===== config.mk =====
export PLATFORM = sky130hd
export DESIGN_NAME = regfile_writeback
export DESIGN_NICKNAME = d
export VERILOG_FILES = /design/src/rtl/regfile_writeback.sv
export SDC_FILE = /design/constraint.sdc
export NUM_CORES = 1
export LEC_CHECK = 0
export BUFFER_PORTS_ARGS = -buffer_cell sky130_fd_sc_hd__buf_2
export CORE_MARGIN = 3
export CORE_UTILIZATION = 57
export DETAILED_ROUTE_END_ITERATION = 6
export GPL_ROUTABILITY_DRIVEN = 0
export PLACE_DENSITY = 0.89
export SLEW_MARGIN = 20
export SYNTH_ARGS = -nofsm -noshare
export SYNTH_HDL_FRONTEND = slang
export SYNTH_SLANG_ARGS = --single-unit

===== constraint.sdc =====
create_clock -name clk -period 3.17 [get_ports clk]
set_clock_uncertainty 0.2 [all_clocks]
set_input_delay 0.634 -clock clk [delete_from_list [all_inputs] [get_ports clk]]
set_output_delay 0.634 -clock clk [all_outputs]
set_load 0.02 [all_outputs]

===== src/rtl/regfile_writeback.sv =====
// rtl/regfile_writeback.sv - register-file writeback unit: 2-entry ALU/load queue, unaligned word split, hazard detect
module regfile_writeback (
    input  logic        clk,
    input  logic        reset,
    input  logic        alu_valid,
    output logic        alu_ready,
    input  logic        alu_word,
    input  logic [5:0]  alu_d,
    input  logic [15:0] alu_Rd,
    input  logic        mem_valid,
    output logic        mem_ready,
    input  logic [5:0]  mem_d,
    input  logic [7:0]  mem_Rd,
    output logic        write,
    output logic        write_word,
    output logic [5:0]  d,
    output logic [15:0] Rd,
    input  logic [5:0]  a,
    input  logic [5:0]  b,
    input  logic        a_word,
    output logic        hazard,
    output logic        busy
);
    typedef enum logic [1:0] {IDLE, ISSUE, SPLIT_HI} state_t;

    state_t      r_state;
    logic [5:0]  r_fd [2];
    logic [15:0] r_frd [2];
    logic [1:0]  r_fword;
    logic        r_wr_ptr;
    logic        r_rd_ptr;
    logic [1:0]  r_count;
    logic        r_run;
    logic [5:0]  r_split_d;
    logic [7:0]  r_split_hi;
    logic        r_write;
    logic        r_write_word;
    logic [5:0]  r_d;
    logic [15:0] r_rd;

    logic        w_pop, w_full, w_push_mem, w_push_alu, w_push;
    logic [5:0]  w_in_d, w_hd;
    logic [15:0] w_in_rd, w_hrd;
    logic        w_in_word, w_hword;
    logic [1:0]  w_count_next;
    logic [1:0]  w_slot_valid;
    logic        w_hazard;

    // Read set of the decode stage: a (or pair a,a+1) and b.
    function automatic logic f_hits(input logic [5:0] x, input logic [5:0] ra,
                                    input logic [5:0] rb, input logic rw);
        logic [5:0] ra1;
        ra1 = ra + 6'd1;
        return (x == ra) || (rw && (x == ra1)) || (x == rb);
    endfunction

    // The head is never popped while the high half of a split word is still pending.
    assign w_pop      = (r_state != SPLIT_HI) && (r_count != 2'd0);
    assign w_full     = (r_count == 2'd2) && !w_pop;
    assign mem_ready  = r_run && !w_full;
    assign alu_ready  = r_run && !w_full && !mem_valid;
    assign w_push_mem = mem_valid && mem_ready;
    assign w_push_alu = alu_valid && alu_ready;
    assign w_push     = w_push_mem || w_push_alu;
    assign w_in_d     = w_push_mem ? mem_d : alu_d;
    assign w_in_rd    = w_push_mem ? {8'h00, mem_Rd} : alu_Rd;
    assign w_in_word  = w_push_mem ? 1'b0 : alu_word;
    assign w_count_next = r_count + {1'b0, w_push} - {1'b0, w_pop};
    assign w_hd       = r_fd[r_rd_ptr];
    assign w_hrd      = r_frd[r_rd_ptr];
    assign w_hword    = r_fword[r_rd_ptr];

    assign w_slot_valid[0] = (r_count == 2'd2) || ((r_count == 2'd1) && !r_rd_ptr);
    assign w_slot_valid[1] = (r_count == 2'd2) || ((r_count == 2'd1) && r_rd_ptr);

    always_comb begin
        w_hazard = 1'b0;
        for (int i = 0; i < 2; i++) begin
            if (w_slot_valid[i] && (f_hits(r_fd[i], a, b, a_word) ||
                (r_fword[i] && f_hits(r_fd[i] + 6'd1, a, b, a_word))))
                w_hazard = 1'b1;
        end
        if ((r_state == SPLIT_HI) && f_hits(r_split_d, a, b, a_word))
            w_hazard = 1'b1;
    end

    always_ff @(posedge clk or negedge reset) begin
        if (!reset) begin
            r_count  <= 2'd0;
            r_wr_ptr <= 1'b0;
            r_rd_ptr <= 1'b0;
            r_fd[0]  <= 6'd0;
            r_fd[1]  <= 6'd0;
            r_frd[0] <= 16'd0;
            r_frd[1] <= 16'd0;
            r_fword  <= 2'd0;
        end else begin
            if (w_push) begin
                r_fd[r_wr_ptr]    <= w_in_d;
                r_frd[r_wr_ptr]   <= w_in_rd;
                r_fword[r_wr_ptr] <= w_in_word;
                r_wr_ptr          <= ~r_wr_ptr;
            end
            if (w_pop)
                r_rd_ptr <= ~r_rd_ptr;
            r_count <= w_count_next;
        end
    end

    always_ff @(posedge clk or negedge reset) begin
        if (!reset) begin
            r_state      <= IDLE;
            r_run        <= 1'b0;
            r_split_d    <= 6'd0;
            r_split_hi   <= 8'd0;
            r_write      <= 1'b0;
            r_write_word <= 1'b0;
            r_d          <= 6'd0;
            r_rd         <= 16'd0;
        end else begin
            r_run <= 1'b1;
            if (r_state == SPLIT_HI) begin
                r_write      <= 1'b1;
                r_write_word <= 1'b0;
                r_d          <= r_split_d;
                r_rd         <= {8'h00, r_split_hi};
                r_state      <= (w_count_next != 2'd0) ? ISSUE : IDLE;
            end else if (w_pop) begin
                r_write <= 1'b1;
                r_d     <= w_hd;
                if (w_hword && w_hd[0]) begin
                    r_write_word <= 1'b0;
                    r_rd         <= {8'h00, w_hrd[7:0]};
                    r_split_d    <= w_hd + 6'd1;
                    r_split_hi   <= w_hrd[15:8];
                    r_state      <= SPLIT_HI;
                end else begin
                    r_write_word <= w_hword;
                    r_rd         <= w_hrd;
                    r_state      <= (w_count_next != 2'd0) ? ISSUE : IDLE;
                end
            end else begin
                r_write      <= 1'b0;
                r_write_word <= 1'b0;
                r_state      <= (w_count_next != 2'd0) ? ISSUE : IDLE;
            end
        end
    end

    assign write      = r_write;
    assign write_word = r_write_word;
    assign d          = r_d;
    assign Rd         = r_rd;
    assign hazard     = w_hazard;
    assign busy       = (r_count != 2'd0) || (r_state == SPLIT_HI);
endmodule


==> flow_metrics.py, run 1 <==
metrics = {
    "grt": {
        "grt_pass1_vias": 4688,
        "grt_pass1_wl_mm": 22.1,
        "track_usage": 0.274,
        "overflow": 0,
        "antenna_found_initial": 0,
        "grt_max_degree": 53,
    },
    "layout": {
        "diodes": 0,
        "multi_input_area_mm2": 0.00283,
        "syn_to_final_growth_pct": 18.1,
        "fillers": 647,
        "nNetsFinal": 725,
        "drive_gt1_frac": 0.233,
        "fin_util": 0.702,
        "seq_area_mm2": 0.00228,
    },
    "yosys": {
        "syn_inst": 585,
        "synth_top_area_frac": 0.433,
        "synth_warnings": 0,
        "avgSynthCellArea_um2": 9.00,
        "synthDistinctLibCells": 48,
        "synthTopCellsByCount": "nand2_1 (95), dfrtp_1 (91), o21ai_0 (62), xnor2_1 (54), mux2i_1 (37)",
        "ys_seq_area_frac": 0.433,
        "ys_seq_elements": 91,
        "async_flop_share": 1.00,
        "syn_area_mm2": 0.00527,
        "synth_ff_type": "dfrtp_1",
        "syn_nets": 645,
        "synth_top_cell_by_area": "dfrtp_1",
        "synth_edf_count": 0,
        "synthTopCellsByArea": "dfrtp_1 (43%), xnor2_1 (9.0%), mux2i_1 (7.0%), nand2_1 (6.8%), o21ai_0 (5.9%)",
        "synth.most_common_cell": "nand2_1",
    },
    "timing": {
        "setup_viol": 1,
        "hold_violations": 0,
        "drv_slew": 0,
        "period_minus_slack_ns": 3.20,
        "hold_slack_ns": 0.0411,
        "slew_headroom": 0.564,
        "setup_slack_ns": -0.0308,
        "worst_slew_pin_slew_ns": 0.650,
        "clock.fmax_mhz": 312,
        "rsz0062_at_grt": "true",
        "period_share": 1.01,
        "setup-tns-final_ns": -0.0308,
    },
    "floorplan": {
        "rows": 34,
        "start_util": 0.595,
        "die-area_mm2": 0.0104,
        "core-area_mm2": 0.00885,
        "dieHeight_um": 102,
        "die_w_um": 102,
        "ios": 82,
    },
    "min_path": {
        "hp-class": "input pin to asynchronous set/reset pin",
    },
    "clock_network": {
        "cts_hold_buffers": 0,
        "ctsRootBufferMaster": "clkbuf_8",
        "cts_tree": "done",
        "cts_buffers": 9,
        "cts.path.max_buffers": 2,
        "clk_pin_slew_ns": 0.09,
        "cts.sinks": 91,
        "ctsHtreeMaxLevel": 3,
        "insertion_delay_ns": 0.36,
    },
    "detailed_routing": {
        "wl_per_cell_um": 17.8,
        "firstDrtPassIters": 7,
        "drc_errors": 0,
        "ant_nets": 0,
        "drtIter0Drc": 376,
        "viasPerCell": 6.01,
        "routed_wl_mm": 13.9,
        "vias": 4670,
    },
    "critical_path": {
        "worstReg2RegStart": "r_count[1]",
        "reg2reg_slack_ns": 0.55,
        "critical_path_class": "flip-flop to primary output",
        "startpoint_type": "flip-flop",
        "rr_worst_depth": 10,
        "critPathMaxFanout": 5,
        "reg2reg_to": "r_state[0]",
        "critPathArrivalTime_ns": 2.37,
        "critical_path.endpoint_type": "primary output",
        "cp_data_required_time_ns": 2.34,
    },
    "place": {
        "pre_cts_ws_ns": -0.0139,
        "io_buffers": 81,
        "dpl.hpwl_mm": 9.68,
    },
    "run": {
        "maxCapViolCount": 0,
    },
    "power_and_ir_drop": {
        "vdd_ir_drop_max_mv": 0.704,
        "power.density_mw_per_mm2": 911,
        "p_leak_uw": 0.00292,
    },
    "outcome": {
        "violations": "negative setup slack",
        "outcome": "finished, violations left",
    },
}
-- placed cells by master (no fill, tap or decap), drive strengths merged, types with 2 or more instances in the layout --
cell / Yosys / layout
nor3: 7 / 7
mux2i: 37 / 37
dfrtp: 91 / 91
or3: 2 / 2
a211o: 2 / 2
inv: 7 / 7
xnor2: 55 / 55
nand3: 14 / 14
mux2: 6 / 6
nor2: 34 / 34
nand3b: 2 / 2
a31oi: 4 / 4
or2: 2 / 2
a21oi: 23 / 23
nor2b: 3 / 3
ha: 6 / 6
and3b: 2 / 2
buf: 21 / 115
nand4: 8 / 8
bufinv: 0 / 3
nand2: 95 / 95
nor4: 5 / 5
xor2: 24 / 24
o21ai: 82 / 82
nor3b: 4 / 4
and3: 6 / 6
o211ai: 2 / 2
or3b: 3 / 3
clkbuf: 25 / 11
-- worst max path at each step --
stage / from / to / slack [ns]
after floorplan: a[0] / hazard / 0.14
after global placement: a[1] / hazard / 0.05
after detailed placement: a[1] / hazard / -0.01
after CTS: r_fd[4] / hazard / 0.005
after global routing: r_fd[7] / hazard / -0.13
final: r_fd[6] / hazard / -0.03
-- cell families (layout without fill, tap and decap cells) --
group	count (synthesis)	in the layout	share of synthesized area
simple gates	191	191	0.167
compound gates	121	121	0.125
flops	91	91	0.433
xor+xnor	79	79	0.133
buf+inv	53	137	0.0452
mux	43	43	0.0832
fa+ha+maj	6	6	0.0143
other cells	1	1	0.000712
-- layer usage --
metal,track usage,share of wire,up-vias
met2,0.480,0.52,212
met4,0.134,0.038,0
met5,0,0,-
met3,0.0512,0.069,56
li1,-,-,2149
met1,0.324,0.37,2253
-- state kept, by name (all words and copies together) (netlist names) --
name,cells
write,1
r_fd,12
r_split_d,6
Rd,16
r_count,2
r_fword,2
r_wr_ptr,1
r_split_hi,8
r_run,1
r_state,2
r_rd_ptr,1
d,6
write_word,1
r_frd,32
-- per-stage QoR --
step	total power [µW]	instances	instance area (µm²)
after floorplan	3790	585	5270
after global placement	4410	756	5830
after detailed placement	4570	756	5830
after CTS	5600	777	6150
after global routing	6030	777	6220
final	5660	777	6220
-- worst max-delay path, stage by stage, from the launching register on --
cell and delay, ns:
dfrtp_1 0.44, buf_6 0.14, and3_4 0.19, and3_4 0.20, xnor2_2 0.12, or4_1 0.50
nand4_1 0.10, o21ai_1 0.07, nand3_1 0.12, buf_6 0.13
-- layout make-up --
| type | instances | area share |
|---|---|---|
| Tap cell | 108 | 0.0217 |
| Clock buffer | 11 | 0.0227 |
| Multi-Input combinational cell | 441 | 0.455 |
| Sequential cell | 91 | 0.367 |
| Clock inverter | 4 | 0.0159 |
| Inverter | 7 | 0.00423 |
| Timing Repair Buffer | 115 | 0.114 |
-- where the power goes --
part           leakage (µW)  internal (µW)  total, µW  switching, µW
logic               0.00167           1120       2700           1580
clock network      0.000120            543        939            396
registers           0.00112           1630       2020            397
total               0.00292           3290       5660           2370
-- timing repair --
action                     in CTS  in global routing
pin swaps                       3                  5
setup endpoints to repair       1                  1
buffers inserted                6                  0
resized for setup               9                 12
gates cloned                    0                  0
Power figures use the tool's default switching activity.
==> inputs of run 2 (changes only) <==
==> constraint.sdc (replaced) <==
create_clock -name clk -period 3.17 [get_ports clk]
set_clock_uncertainty 0.2 [all_clocks]
set_input_delay 0.4755 -clock clk [delete_from_list [all_inputs] [get_ports clk]]
set_output_delay 0.4755 -clock clk [all_outputs]
set_load 0.02 [all_outputs]
==> run 2 against run 1 <==
  * The run now ends clean
  * Worst setup slack gained 0.074 ns
  * Via count shrank 0.79%
  * Wire length shrank 2.7%
  * Critical endpoint unchanged
  * Largest power group unchanged
==> flow_metrics.py, run 2 (synthesized netlist as in run 1, its figures left out) <==
metrics = {
    "layout": {
        "seq_area_mm2": 0.00228,
        "regMostFlops": "r_frd",
        "fin_util": 0.683,
        "syn_to_final_growth_pct": 14.7,
        "diodes": 0,
        "final_cell_area_mm2": 0.00604,
        "nNetsFinal": 717,
        "stdcell_count": 769,
        "drive_gt1_frac": 0.212,
        "final_common_cell": "nand2_1",
        "fillers": 664,
        "layout_common_cells": "nand2_1 (95), dfrtp_1 (89), buf_2 (79)",
        "multi_input_area_mm2": 0.00280,
        "largest_reg_flops": 32,
    },
    "floorplan": {
        "core-area_mm2": 0.00885,
        "die-area_mm2": 0.0104,
        "ios": 82,
        "rows": 34,
        "die_w_um": 102,
        "start_util": 0.595,
        "dieHeight_um": 102,
    },
    "clock_network": {
        "cts_buffers": 9,
        "clk_pin_slew_ns": 0.08,
        "ctsRootBufferMaster": "clkbuf_8",
        "cts.path.max_buffers": 2,
        "ctsHtreeMaxLevel": 3,
        "cts_tree": "done",
        "insertion_delay_ns": 0.35,
        "cts.sinks": 91,
    },
    "place": {
        "io_buffers": 81,
        "dpl.hpwl_mm": 9.50,
        "postPlaceCellArea_mm2": 0.00574,
        "placed_cells": 747,
    },
    "detailed_routing": {
        "drtIter0Drc": 346,
        "firstDrtPassIters": 5,
        "viasPerCell": 6.02,
        "ant_nets": 0,
        "drc_errors": 0,
        "routed_wl_mm": 13.5,
        "vias": 4633,
        "wl_per_cell_um": 17.5,
    },
    "run": {
        "maxCapViolCount": 0,
    },
    "timing": {
        "slew_headroom": 0.562,
        "clock.fmax_mhz": 320,
        "period_minus_slack_ns": 3.13,
        "worst_slew_pin_slew_ns": 0.658,
        "setup_viol": 0,
        "hold_slack_ns": 0.173,
        "hold_violations": 0,
        "period_share": 0.986,
        "setup-tns-final_ns": 0,
        "drv_slew": 0,
    },
    "power_and_ir_drop": {
        "internal_power_uw": 3080,
        "p_sw_uw": 2310,
        "p_sw_frac": 0.428,
        "p_leak_uw": 0.00283,
        "seqPwrFrac": 0.383,
        "power.density_mw_per_mm2": 893,
        "comb_power_share": 0.474,
        "power.share.clock": 0.143,
        "vdd_ir_drop_max_mv": 0.514,
    },
    "critical_path": {
        "cp_slowest_cell": "xnor2_2",
        "critPathArrivalTime_ns": 2.45,
        "critical_path_class": "input pin to primary output",
        "startpoint_type": "input pin",
        "crit_chain": "buf_2 > ha_1 > xnor2_2 > xnor2_1 > a21oi_1 > a32oi_1 > nor4_1 > o32ai_1 > nand3_1 > buf_4",
        "crit_start": "a[0]",
        "cp_data_required_time_ns": 2.49,
        "worstReg2RegStart": "r_count[0]",
        "crit_family": "XOR/XNOR gates",
        "critical_path.endpoint_type": "primary output",
        "crit_buf_inv": 2,
        "critPathMaxFanout": 11,
        "cp_slowest_stage_delay_ns": 0.47,
    },
    "outcome": {
        "outcome": "complete, no violations",
    },
    "grt": {
        "antenna_found_initial": 0,
        "track_usage": 0.265,
        "overflow": 0,
        "grt_pass1_vias": 4547,
        "grt_pass1_wl_mm": 21.8,
        "grt_max_degree": 54,
    },
    "min_path": {
        "min_from": "alu_Rd[15]",
        "hp-class": "input pin to flip-flop",
    },
}
## run 2: changes by cell type in the layout (fill, tap and decap cells not counted), sizes merged
cell,change
dlygate4sd3,+1
bufinv,-2
buf,-9
clkinvlp,+1
clkinv,+1
## run 2: metrics by stage
step | worst slack (ns) | power (µW)
finish | 0.0434 | 5390
global route | -0.0237 | 5760
CTS | 0.0349 | 5320
global placement | 0.0363 | 4350
floorplan | 0.454 | 3790
detailed placement | -0.133 | 4500
## run 2: metal layers
layer  wire length [µm]  track usage
met4                484        0.125
met3                839       0.0355
met5                  0            0
met2               6840        0.451
met1               5330        0.335
## run 2: power groups by stage
| stage | combinational (µW) | sequential (µW) | clock, µW |
|---|---|---|---|
| floorplan | 1760 | 2030 | 0 |
| global placement | 2320 | 2030 | 0 |
| detailed placement | 2440 | 2050 | 0 |
| CTS | 2490 | 2040 | 786 |
| global route | 2820 | 2110 | 828 |
| finish | 2560 | 2060 | 771 |
## run 2: layout make-up
class	instances	area share
clock buffer	11	0.0234
clock inverter	4	0.00849
sequential	91	0.377
multi-input combinational	441	0.463
tap	108	0.0224
inverter	7	0.00435
timing repair buffer	107	0.101
## run 2: worst reg2reg max path, delay by kind of cell (launching register included)
kind | cells | cell delay (ns)
AND/OR/NAND/NOR | 3 | 0.43
flip-flops | 1 | 0.45
XOR/XNOR | 2 | 0.34
adder cells (fa/ha/maj) | 2 | 0.50
AO/OA/AOI/OAI | 2 | 0.42
buffers and inverters | 1 | 0.04
## run 2: timing repair
action / 4_1_cts / 5_1_grt
pin swaps: 0 / 1
resized for setup: 4 / 7
endpoints found under the setup margin: 1 / 1
hold buffers: 1 / 0
gates cloned: 0 / 0
endpoints found under the hold margin: 51 / 0
setup buffers: 2 / 4
## run 2: final timing paths
kind                               to  slack (ns)  depth (start not counted)
max reg2reg                r_state[0]        0.72                         10
max in group asynchronous       Rd[8]        1.54                          3
min                         r_frd[31]        0.17                          3
max                            hazard        0.04                         10
min reg2reg                  r_frd[4]        0.28                          2
min in group asynchronous   r_frd[11]        0.49                          2
==> inputs of run 3 (changes only) <==
Settings changed: CORE_MARGIN 3 to default, MAX_ROUTING_LAYER from default to met4, SLEW_MARGIN 20 to 15.
==> run 3 against run 2 <==
  * The flow now finishes with violations (design-rule violations, negative hold slack)
  * Hold slack lost 0.21 ns
  * Sequential share of layout area shrank 0.22 points
  * Clock-buffer cell count shrank 1
  * Highest routed layer unchanged
==> flow_metrics.py, run 3 (synthesized netlist as in run 1, its figures left out) <==
metrics = {
    "timing": {
        "period_minus_slack_ns": 3.14,
        "worst_slew_pin_slew_ns": 0.815,
        "slew_headroom": 0.457,
        "hold_violations": 20,
        "clock.fmax_mhz": 318,
        "period_share": 0.991,
        "drv_slew": 0,
        "setup_viol": 0,
        "hold_slack_ns": -0.0344,
    },
    "layout": {
        "syn_to_final_growth_pct": 15.5,
        "fillers": 662,
        "diodes": 0,
        "nNetsFinal": 713,
        "final_cell_area_mm2": 0.00608,
        "final_common_cell": "nand2_1",
        "layout_common_cells": "nand2_1 (95), dfrtp_1 (87), buf_2 (79)",
        "seq_area_mm2": 0.00228,
        "drive_gt1_frac": 0.213,
        "fin_util": 0.687,
        "regMostFlops": "r_frd",
        "multi_input_area_mm2": 0.00282,
        "largest_reg_flops": 32,
    },
    "floorplan": {
        "rows": 34,
        "die_w_um": 98.1,
        "die-area_mm2": 0.00963,
        "ios": 82,
        "dieHeight_um": 98.1,
        "core-area_mm2": 0.00885,
        "start_util": 0.595,
    },
    "critical_path": {
        "critical_path_class": "flip-flop to primary output",
        "critPathMaxFanout": 6,
        "startpoint_type": "flip-flop",
        "critPathArrivalTime_ns": 2.46,
        "critical_path.endpoint_type": "primary output",
        "cp_slowest_cell": "or4_1",
        "cp_slowest_stage_delay_ns": 0.55,
        "crit_chain": "xnor2_1 > a21oi_1 > or4_1 > nand4_1 > o21ai_1 > nand3_1 > buf_4",
        "cp_data_required_time_ns": 2.49,
    },
    "run": {
        "maxCapViolCount": 0,
    },
    "min_path": {
        "hp-class": "input pin to asynchronous set/reset pin",
    },
    "outcome": {
        "outcome": "finished, violations left",
        "violations": "design-rule violations, negative hold slack",
    },
    "grt": {
        "grt_pass1_wl_mm": 21.7,
        "track_usage": 0.295,
        "grt_pass1_vias": 4538,
        "antenna_found_initial": 0,
        "overflow": 0,
        "grt_max_degree": 92,
    },
    "place": {
        "io_buffers": 81,
        "postPlaceCellArea_mm2": 0.00573,
        "dpl.hpwl_mm": 9.43,
    },
    "power_and_ir_drop": {
        "vdd_ir_drop_max_mv": 0.508,
        "p_leak_uw": 0.00283,
        "seqPwrFrac": 0.371,
        "p_sw_frac": 0.422,
        "power.density_mw_per_mm2": 916,
        "power.share.clock": 0.164,
        "comb_power_share": 0.466,
        "internal_power_uw": 3220,
        "p_sw_uw": 2350,
        "total_power_uw": 5570,
    },
    "clock_network": {
        "cts_tree": "done",
        "insertion_delay_ns": 0.36,
        "clk_pin_slew_ns": 0.08,
        "cts_buffers": 9,
        "ctsRootBufferMaster": "clkbuf_8",
        "ctsHtreeMaxLevel": 3,
        "cts.sinks": 91,
        "cts.path.max_buffers": 2,
        "cts_hold_buffers": 0,
    },
    "detailed_routing": {
        "ant_nets": 0,
        "wl_per_cell_um": 17.8,
        "viasPerCell": 6.07,
        "firstDrtPassIters": 7,
        "vias": 4646,
        "routed_wl_mm": 13.6,
        "drc_errors": 3,
        "drtIter0Drc": 367,
    },
}
==> run 3: metal layers <==
metal  part of all wire  vias up  track usage
met5                  0        -            -
met4              0.043        0        0.168
met3              0.072       68       0.0472
met2               0.51      230        0.487
met1               0.37     2232        0.343
li1                   -     2116            -
==> run 3: final cells by class <==
type	instances	share of cell area
clock inverter	5	0.0169
sequential	91	0.375
inverter	7	0.00432
timing repair buffer	103	0.0973
multi-input combinational	441	0.463
clock buffer	10	0.0210
tap	108	0.0222
==> run 3: repair_timing <==
item / in CTS / in global routing
setup buffers: 2 / 4
pin swaps: 0 / 2
setup endpoints to repair: 1 / 1
gates resized for setup: 7 / 8
==> run 3: final timing paths <==
kind,start,end,slack [ns],cells past startpoint
max in group asynchronous,reset,r_fd[7],2.18,1
setup reg to reg,r_state[0],r_state[0],0.52,10
hold / removal,reset,r_frd[4],-0.03,1
min in group clk,alu_Rd[15],r_frd[31],0.17,3
hold reg to reg,r_frd[5],r_frd[5],0.29,2
setup / recovery,r_fd[10],hazard,0.03,7
==> run 3: power groups by stage <==
stage	clock [µW]	sequential, µW	combinational [µW]
floorplan	0	2030	1760
detailed placement	0	2060	2430
CTS	919	2050	2530
finish	913	2060	2590
global placement	0	2030	2310
global route	959	2110	2830
==> run 3: critical path, delay by kind of cell, from the launching register on <==
family / cells / cell delay, ns
AO/OA/AOI/OAI: 2 / 0.20
XOR/XNOR: 1 / 0.53
buffers and inverters: 1 / 0.14
flip-flops: 1 / 0.48
AND/OR/NAND/NOR: 3 / 0.76
==> run 3: metrics by stage <==
| step | instances | setup WS (ns) | TNS (ns) |
|---|---|---|---|
| global route | 765 | -0.0169 | -0.0169 |
| finish | 765 | 0.0297 | 0 |
| CTS | 761 | 0.0335 | 0 |
| global placement | 744 | 0.00659 | 0 |
| detailed placement | 744 | -0.0743 | -0.0743 |
| floorplan | 585 | 0.454 | 0 |
